==> src/rtl/breakout_timer_pkg.sv <==
// Shared types and modular-arithmetic helpers for the breakout timing blocks.
package breakout_timer_pkg;

    localparam int DEFAULT_TICK_W = 32;

    localparam logic [DEFAULT_TICK_W-1:0] HALF_RANGE = {1'b1, {(DEFAULT_TICK_W-1){1'b0}}};

    typedef enum logic [1:0] {
        IDLE,
        WAIT,
        DONE
    } state_t;

    // (a - b) mod 2^w for any w up to 64; callers truncate to their own width.
    function automatic logic [63:0] mod_diff(input logic [63:0] a, input logic [63:0] b,
                                             input int w);
        logic [63:0] mask;
        mask = (w >= 64) ? {64{1'b1}} : ((64'd1 << w) - 64'd1);
        return (a - b) & mask;
    endfunction

endpackage

==> src/rtl/tick_delta.sv <==
// Combinational tick arithmetic: elapsed time, backward-step detection, and the
// anchor that preserves accrued time across an upstream counter restart.
module tick_delta
    import breakout_timer_pkg::*;
#(
    parameter int TICK_W = DEFAULT_TICK_W
) (
    input  logic [TICK_W-1:0] ticks,
    input  logic [TICK_W-1:0] prev_ticks,
    input  logic [TICK_W-1:0] anchor,
    output logic [TICK_W-1:0] elapsed,
    output logic              backward,
    output logic [TICK_W-1:0] rebased_anchor
);

    localparam logic [TICK_W-1:0] HALF = {1'b1, {(TICK_W-1){1'b0}}};

    logic [TICK_W-1:0] step;
    logic [TICK_W-1:0] accrued;

    // NOTE: every always_comb output is assigned on every path, so no latch is inferred.
    always_comb begin
        elapsed        = TICK_W'(mod_diff(64'(ticks), 64'(anchor), TICK_W));
        step           = TICK_W'(mod_diff(64'(ticks), 64'(prev_ticks), TICK_W));
        accrued        = TICK_W'(mod_diff(64'(prev_ticks), 64'(anchor), TICK_W));
        // A step of half the range or more can only be the counter going backwards.
        backward       = (step >= HALF);
        rebased_anchor = TICK_W'(mod_diff(64'(ticks), 64'(accrued), TICK_W));
    end

endmodule

==> src/rtl/frame_pacer.sv <==
// Frame pacer: blocks the caller until interval_ms ticks have elapsed, then pulses
// done_port with the measured elapsed time. Optional FRAME_PACER_DRIFT_COMP_EN keeps
// successive frames on a drift-free deadline grid.
module frame_pacer
    import breakout_timer_pkg::*;
#(
    parameter int TICK_W     = DEFAULT_TICK_W,
    parameter int INTERVAL_W = 16
) (
    input  logic                  clock,
    input  logic                  reset,
    input  logic                  start_port,
    input  logic [INTERVAL_W-1:0] interval_ms,
    input  logic [TICK_W-1:0]     ticks,
    output logic                  done_port,
    output logic [TICK_W-1:0]     out1,
    output logic                  overrun
);

    state_t                  state;
    logic [TICK_W-1:0]       anchor;
    logic [INTERVAL_W-1:0]   interval_q;
    logic [TICK_W-1:0]       prev_ticks;

    logic [TICK_W-1:0]       elapsed;
    logic                    backward;
    logic [TICK_W-1:0]       rebased_anchor;
    logic [TICK_W-1:0]       start_anchor;
    logic [TICK_W-1:0]       interval_ext;

    assign interval_ext = TICK_W'(interval_q);

    tick_delta #(.TICK_W(TICK_W)) u_tick_delta (
        .ticks          (ticks),
        .prev_ticks     (prev_ticks),
        .anchor         (anchor),
        .elapsed        (elapsed),
        .backward       (backward),
        .rebased_anchor (rebased_anchor)
    );

`ifdef FRAME_PACER_DRIFT_COMP_EN
    logic [TICK_W-1:0] last_deadline;
    logic              deadline_valid;
    logic [TICK_W-1:0] since_deadline;

    // Snap to the previous deadline when the caller restarts within one interval of it.
    always_comb begin
        since_deadline = TICK_W'(mod_diff(64'(ticks), 64'(last_deadline), TICK_W));
        if (deadline_valid && (since_deadline < TICK_W'(interval_ms)))
            start_anchor = last_deadline;
        else
            start_anchor = ticks;
    end
`else
    assign start_anchor = ticks;
`endif

    // NOTE: sequential state uses non-blocking assignments so every register samples
    // pre-edge values; the reset is synchronous, so it is tested inside the clocked block.
    always_ff @(posedge clock) begin
        if (!reset) begin
            state      <= IDLE;
            anchor     <= '0;
            interval_q <= '0;
            prev_ticks <= '0;
            done_port  <= 1'b0;
            out1       <= '0;
            overrun    <= 1'b0;
`ifdef FRAME_PACER_DRIFT_COMP_EN
            last_deadline  <= '0;
            deadline_valid <= 1'b0;
`endif
        end else begin
            done_port <= 1'b0;
            case (state)
                IDLE: begin
                    if (start_port) begin
                        interval_q <= interval_ms;
                        anchor     <= start_anchor;
                        prev_ticks <= ticks;
                        state      <= WAIT;
                    end
                end
                WAIT: begin
                    prev_ticks <= ticks;
                    if (backward) begin
                        anchor <= rebased_anchor;
                    end else if (elapsed >= interval_ext) begin
                        out1    <= elapsed;
                        overrun <= (elapsed > interval_ext);
                        state   <= DONE;
`ifdef FRAME_PACER_DRIFT_COMP_EN
                        last_deadline  <= anchor + interval_ext;
                        deadline_valid <= 1'b1;
`endif
                    end
                end
                DONE: begin
                    done_port <= 1'b1;
                    state     <= IDLE;
                end
                default: state <= IDLE;
            endcase
        end
    end

endmodule

==> config.mk <==
export PLATFORM = sky130hd
export DESIGN_NAME = frame_pacer
export DESIGN_NICKNAME = d
export VERILOG_FILES = /design/src/rtl/breakout_timer_pkg.sv /design/src/rtl/tick_delta.sv /design/src/rtl/frame_pacer.sv
export SDC_FILE = /design/constraint.sdc
export NUM_CORES = 1
export LEC_CHECK = 0
export ABC_CLOCK_PERIOD_IN_PS = 5600
export BUFFER_PORTS_ARGS = -buffer_cell sky130_fd_sc_hd__buf_2
export CAP_MARGIN = 20
export CORE_UTILIZATION = 40
export CTS_BUF_LIST = sky130_fd_sc_hd__clkbuf_2
export DETAILED_ROUTE_END_ITERATION = 10
export PLACE_DENSITY = 0.68
export SKIP_CTS_REPAIR_TIMING = 1
export SLEW_MARGIN = 10
export SYNTH_ARGS = -nofsm -noshare
export SYNTH_HDL_FRONTEND = slang
export SYNTH_SLANG_ARGS = --single-unit
==> constraint.sdc <==
create_clock -name clock -period 5.6 [get_ports clock]
set_input_delay 0.28 -clock clock [delete_from_list [all_inputs] [get_ports clock]]
set_output_delay 0.28 -clock clock [all_outputs]
set_load 0.01 [all_outputs]
==> flow_summary.toml <==
[timing]
grt_setup_unrepaired = "no"
finalCritPeriodShare = 0.807
relSlewSlack = 0.350
min_period_ns = 4.52
tns_ns = 0
finClkSkew_ns = 0.0538
setup_violations = 0
drv_slew = 0
fmax_mhz = 221
worst_pin_slew_ns = 0.975
hold_viol = 0

[yosys]
syn_area_per_cell_sq_um = 7.58
synth_area_sq_um = 10100
yosys.area_share.adder = 0.200
yosys.area_share.xor_xnor = 0.0435
synth_compound_area_frac = 0.248
synth_top_area_frac = 0.231
synth_mux_area_frac = 0.00596
yosysTopAreaCell = "dfxtp_1"
synth_edf_count = 0
syn-instance-count = 1328
synth_seq_cells = 116
synthSimpleGateAreaFrac = 0.185
netlist_top_cells_area = "dfxtp_1 23%, ha_1 14%, a21oi_1 7.1%"
synth_top_family_by_area = "compound AO/OA/AOI/OAI gates"
synthArstFlopShare = 0
synth_flop_cell = "dfxtp_1"
syn-num-nets = 1521
yosys_warnings = 0
ys_types = 71
yosysSeqAreaShare = 0.231

[power_and_ir_drop]
irDropWorstVdd_v = 0.000133
p_leak_nw = 5.01
p_per_area_nw_per_um2 = 374

[finish]
nets = 1626
syn2layout_area_growth_pct = 13.6
layout.cells.non_filler = 1771
fillers = 2464
drive_above_1_share = 0.109
seqCellArea_sq_um = 2320
multi_input_area_sq_um = 6890

[route]
drtIter0Drc = 613
vias = 9620
vias_per_cell = 5.43
drt_pass1_iterations = 7
routedWlPerCell_um = 15.2
drcViolationCount = 0
wirelength_mm = 27.0
ant_nets = 0

[placement]
hpwl_mm = 20.4
gp_congestion = 0.936
numPortBuffers = 84
dp_cells = 1689

[critical_path]
cpMaxStageDelayCell = "o41ai_1"
cp_max_fo = 16
crit_type = "flip-flop to flip-flop"
crit_required_ns = 6.19
path_delay_family = "simple AND/OR/NAND/NOR gates"
cpPeakStageDelay_ns = 0.72
worstPathCellList = "ha_1 > inv_1 > fa_1 > nand3_1 > a211oi_2 > o41ai_1 > nand2_1 > xor2_1 > ha_1 > nand4_1 > nor4_1 > nor2_1 > o211ai_1 > a21oi_1 > and4_1 > buf_4 > o21ai_0 > a21oi_1"
path_buf_inv = 2
endpoint_kind = "flip-flop"
cp-start-kind = "flip-flop"
cp_data_arrival_time_ns = 5.11

[clock_network]
cts_tree = "built"
root_buffer = "clkbuf_2"
path_clk_slew_ns = 0.22
ctsLongestPathBuffers = 2
clock_latency_ns = 0.77
numCtsBuffers = 17
htree_levels = 4
clock_sinks = 116

[floorplan]
fp.dieW_um = 161
rows = 57
initial_utilization = 0.410
die_h_um = 161
dieArea_sq_um = 25800
coreArea_sq_um = 24500
pin_count = 85

[grt]
busiest_layer = "met2"
grt.total_usage = 0.208
grt_util_met2 = 0.335
grt-ovfl-total = 0
met3_usage = 0.0294
grt_max_degree = 63
grt_pass1_vias = 8654
use_met1 = 0.283
grt_first_pass_wirelength_mm = 43.3
antenna_found_initial = 1

[run_status]
outcome = "complete, no violations"

[worst_hold_path]
min_path_type = "input pin to flip-flop"

[job]
drv_cap = 0
-- cell usage in the layout (no fill, tap or decap), types with 5 or more instances in the layout --
cell | Yosys | layout
nor2b_1 | 13 | 13
dfxtp_1 | 116 | 116
a21oi_2 | 6 | 6
o211ai_1 | 11 | 11
mux2i_1 | 6 | 6
a21oi_1 | 142 | 141
clkbuf_2 | 0 | 18
o21ai_2 | 6 | 6
a211oi_1 | 21 | 21
xnor2_1 | 35 | 35
nor3b_1 | 5 | 5
nand3_1 | 42 | 42
a311oi_1 | 18 | 18
a21o_1 | 32 | 32
a2111oi_0 | 6 | 6
fa_1 | 32 | 32
nand4_1 | 17 | 17
nor2_1 | 63 | 62
buf_4 | 1 | 9
and3_1 | 9 | 9
inv_1 | 171 | 171
and2_1 | 10 | 10
dlygate4sd3_1 | 0 | 49
or3_1 | 6 | 6
nand2_1 | 181 | 181
or2_2 | 5 | 5
o31ai_1 | 5 | 5
a31oi_1 | 13 | 13
xor2_1 | 15 | 15
ha_1 | 110 | 110
o21ai_0 | 69 | 69
o21bai_1 | 6 | 6
nand2b_1 | 6 | 5
nor3_1 | 20 | 20
o21a_1 | 13 | 13
buf_2 | 6 | 84
-- layout make-up --
class | count | share of cell area
Antenna cell | 1 | 0.000219
Clock buffer | 18 | 0.00787
Clock inverter | 14 | 0.00984
Inverter | 172 | 0.0565
Multi-Input combinational cell | 984 | 0.602
Sequential cell | 116 | 0.203
Tap cell | 324 | 0.0354
Timing Repair Buffer | 142 | 0.0855
-- state kept, by name, summed over array words and instances (netlist names) --
| name | cells |
|---|---|
| anchor | 32 |
| out1 | 32 |
| prev_ticks | 32 |
| interval_q | 16 |
| state | 2 |
| done_port | 1 |
| overrun | 1 |
-- cell families after synthesis --
family	Yosys count
AOI/OAI and AO/OA	389
adders and majority gates	142
xor gates and xnor gates	50
buffers and inverters	228
DFF	116
muxes	6
and+or+nand+nor	397
-- routing by layer --
metal	wire length (um)	share of wire
met5	0	0
met4	554	0.021
met3	1080	0.040
met2	12100	0.45
met1	13200	0.49
-- report_power, final --
group / leakage [nW] / switching, mW / total [mW] / internal, mW
Sequential: 0.953 / 0.0808 / 1.03 / 0.950
Combinational: 3.93 / 1.63 / 2.72 / 1.09
Clock: 0.119 / 0.370 / 0.527 / 0.157
-- worst paths after layout --
kind	end	slack, ns	start	cells after the start
worst min-delay path	interval_q[6]	0.23	start_port	4
worst max-delay path	out1[25]	1.08	anchor[0]	18
worst min register to register	prev_ticks[21]	0.47	prev_ticks[21]	2
worst max register to register	out1[25]	1.08	anchor[0]	18
-- synth_stat cells, types with 15 or more instances --
cell type	instances
nand4_1	17
clkbuf_1	43
nand3_1	42
nand2_1	181
fa_1	32
xor2_1	15
o21ai_0	69
xnor2_1	35
dfxtp_1	116
a21o_1	32
ha_1	110
a211oi_1	21
a311oi_1	18
nor3_1	20
inv_1	171
a21oi_1	142
nor2_1	63
-- worst min-delay path, delay by kind of cell --
kind | cells | cell delay [ns]
AND/OR/NAND/NOR | 2 | 0.52
buffers and inverters | 1 | 0.12
AO/OA/AOI/OAI | 1 | 0.05
-- metrics by stage --
stage | hold WS [ns] | total power, mW | util | instance area (sq um) | setup WS, ns
3_3_place_gp | 0.442 | 3.64 | 0.438 | 10700 | 1.17
6_report | 0.227 | 4.28 | 0.466 | 11400 | 1.08
5_1_grt | 0.258 | 4.65 | 0.466 | 11400 | 0.572
3_5_place_dp | 0.447 | 3.69 | 0.438 | 10700 | 0.962
4_1_cts | -0.318 | 4.23 | 0.446 | 11000 | 1.06
2_1_floorplan | 0.416 | 3.08 | - | 10100 | 1.86
(Power assumes the default switching activity.)
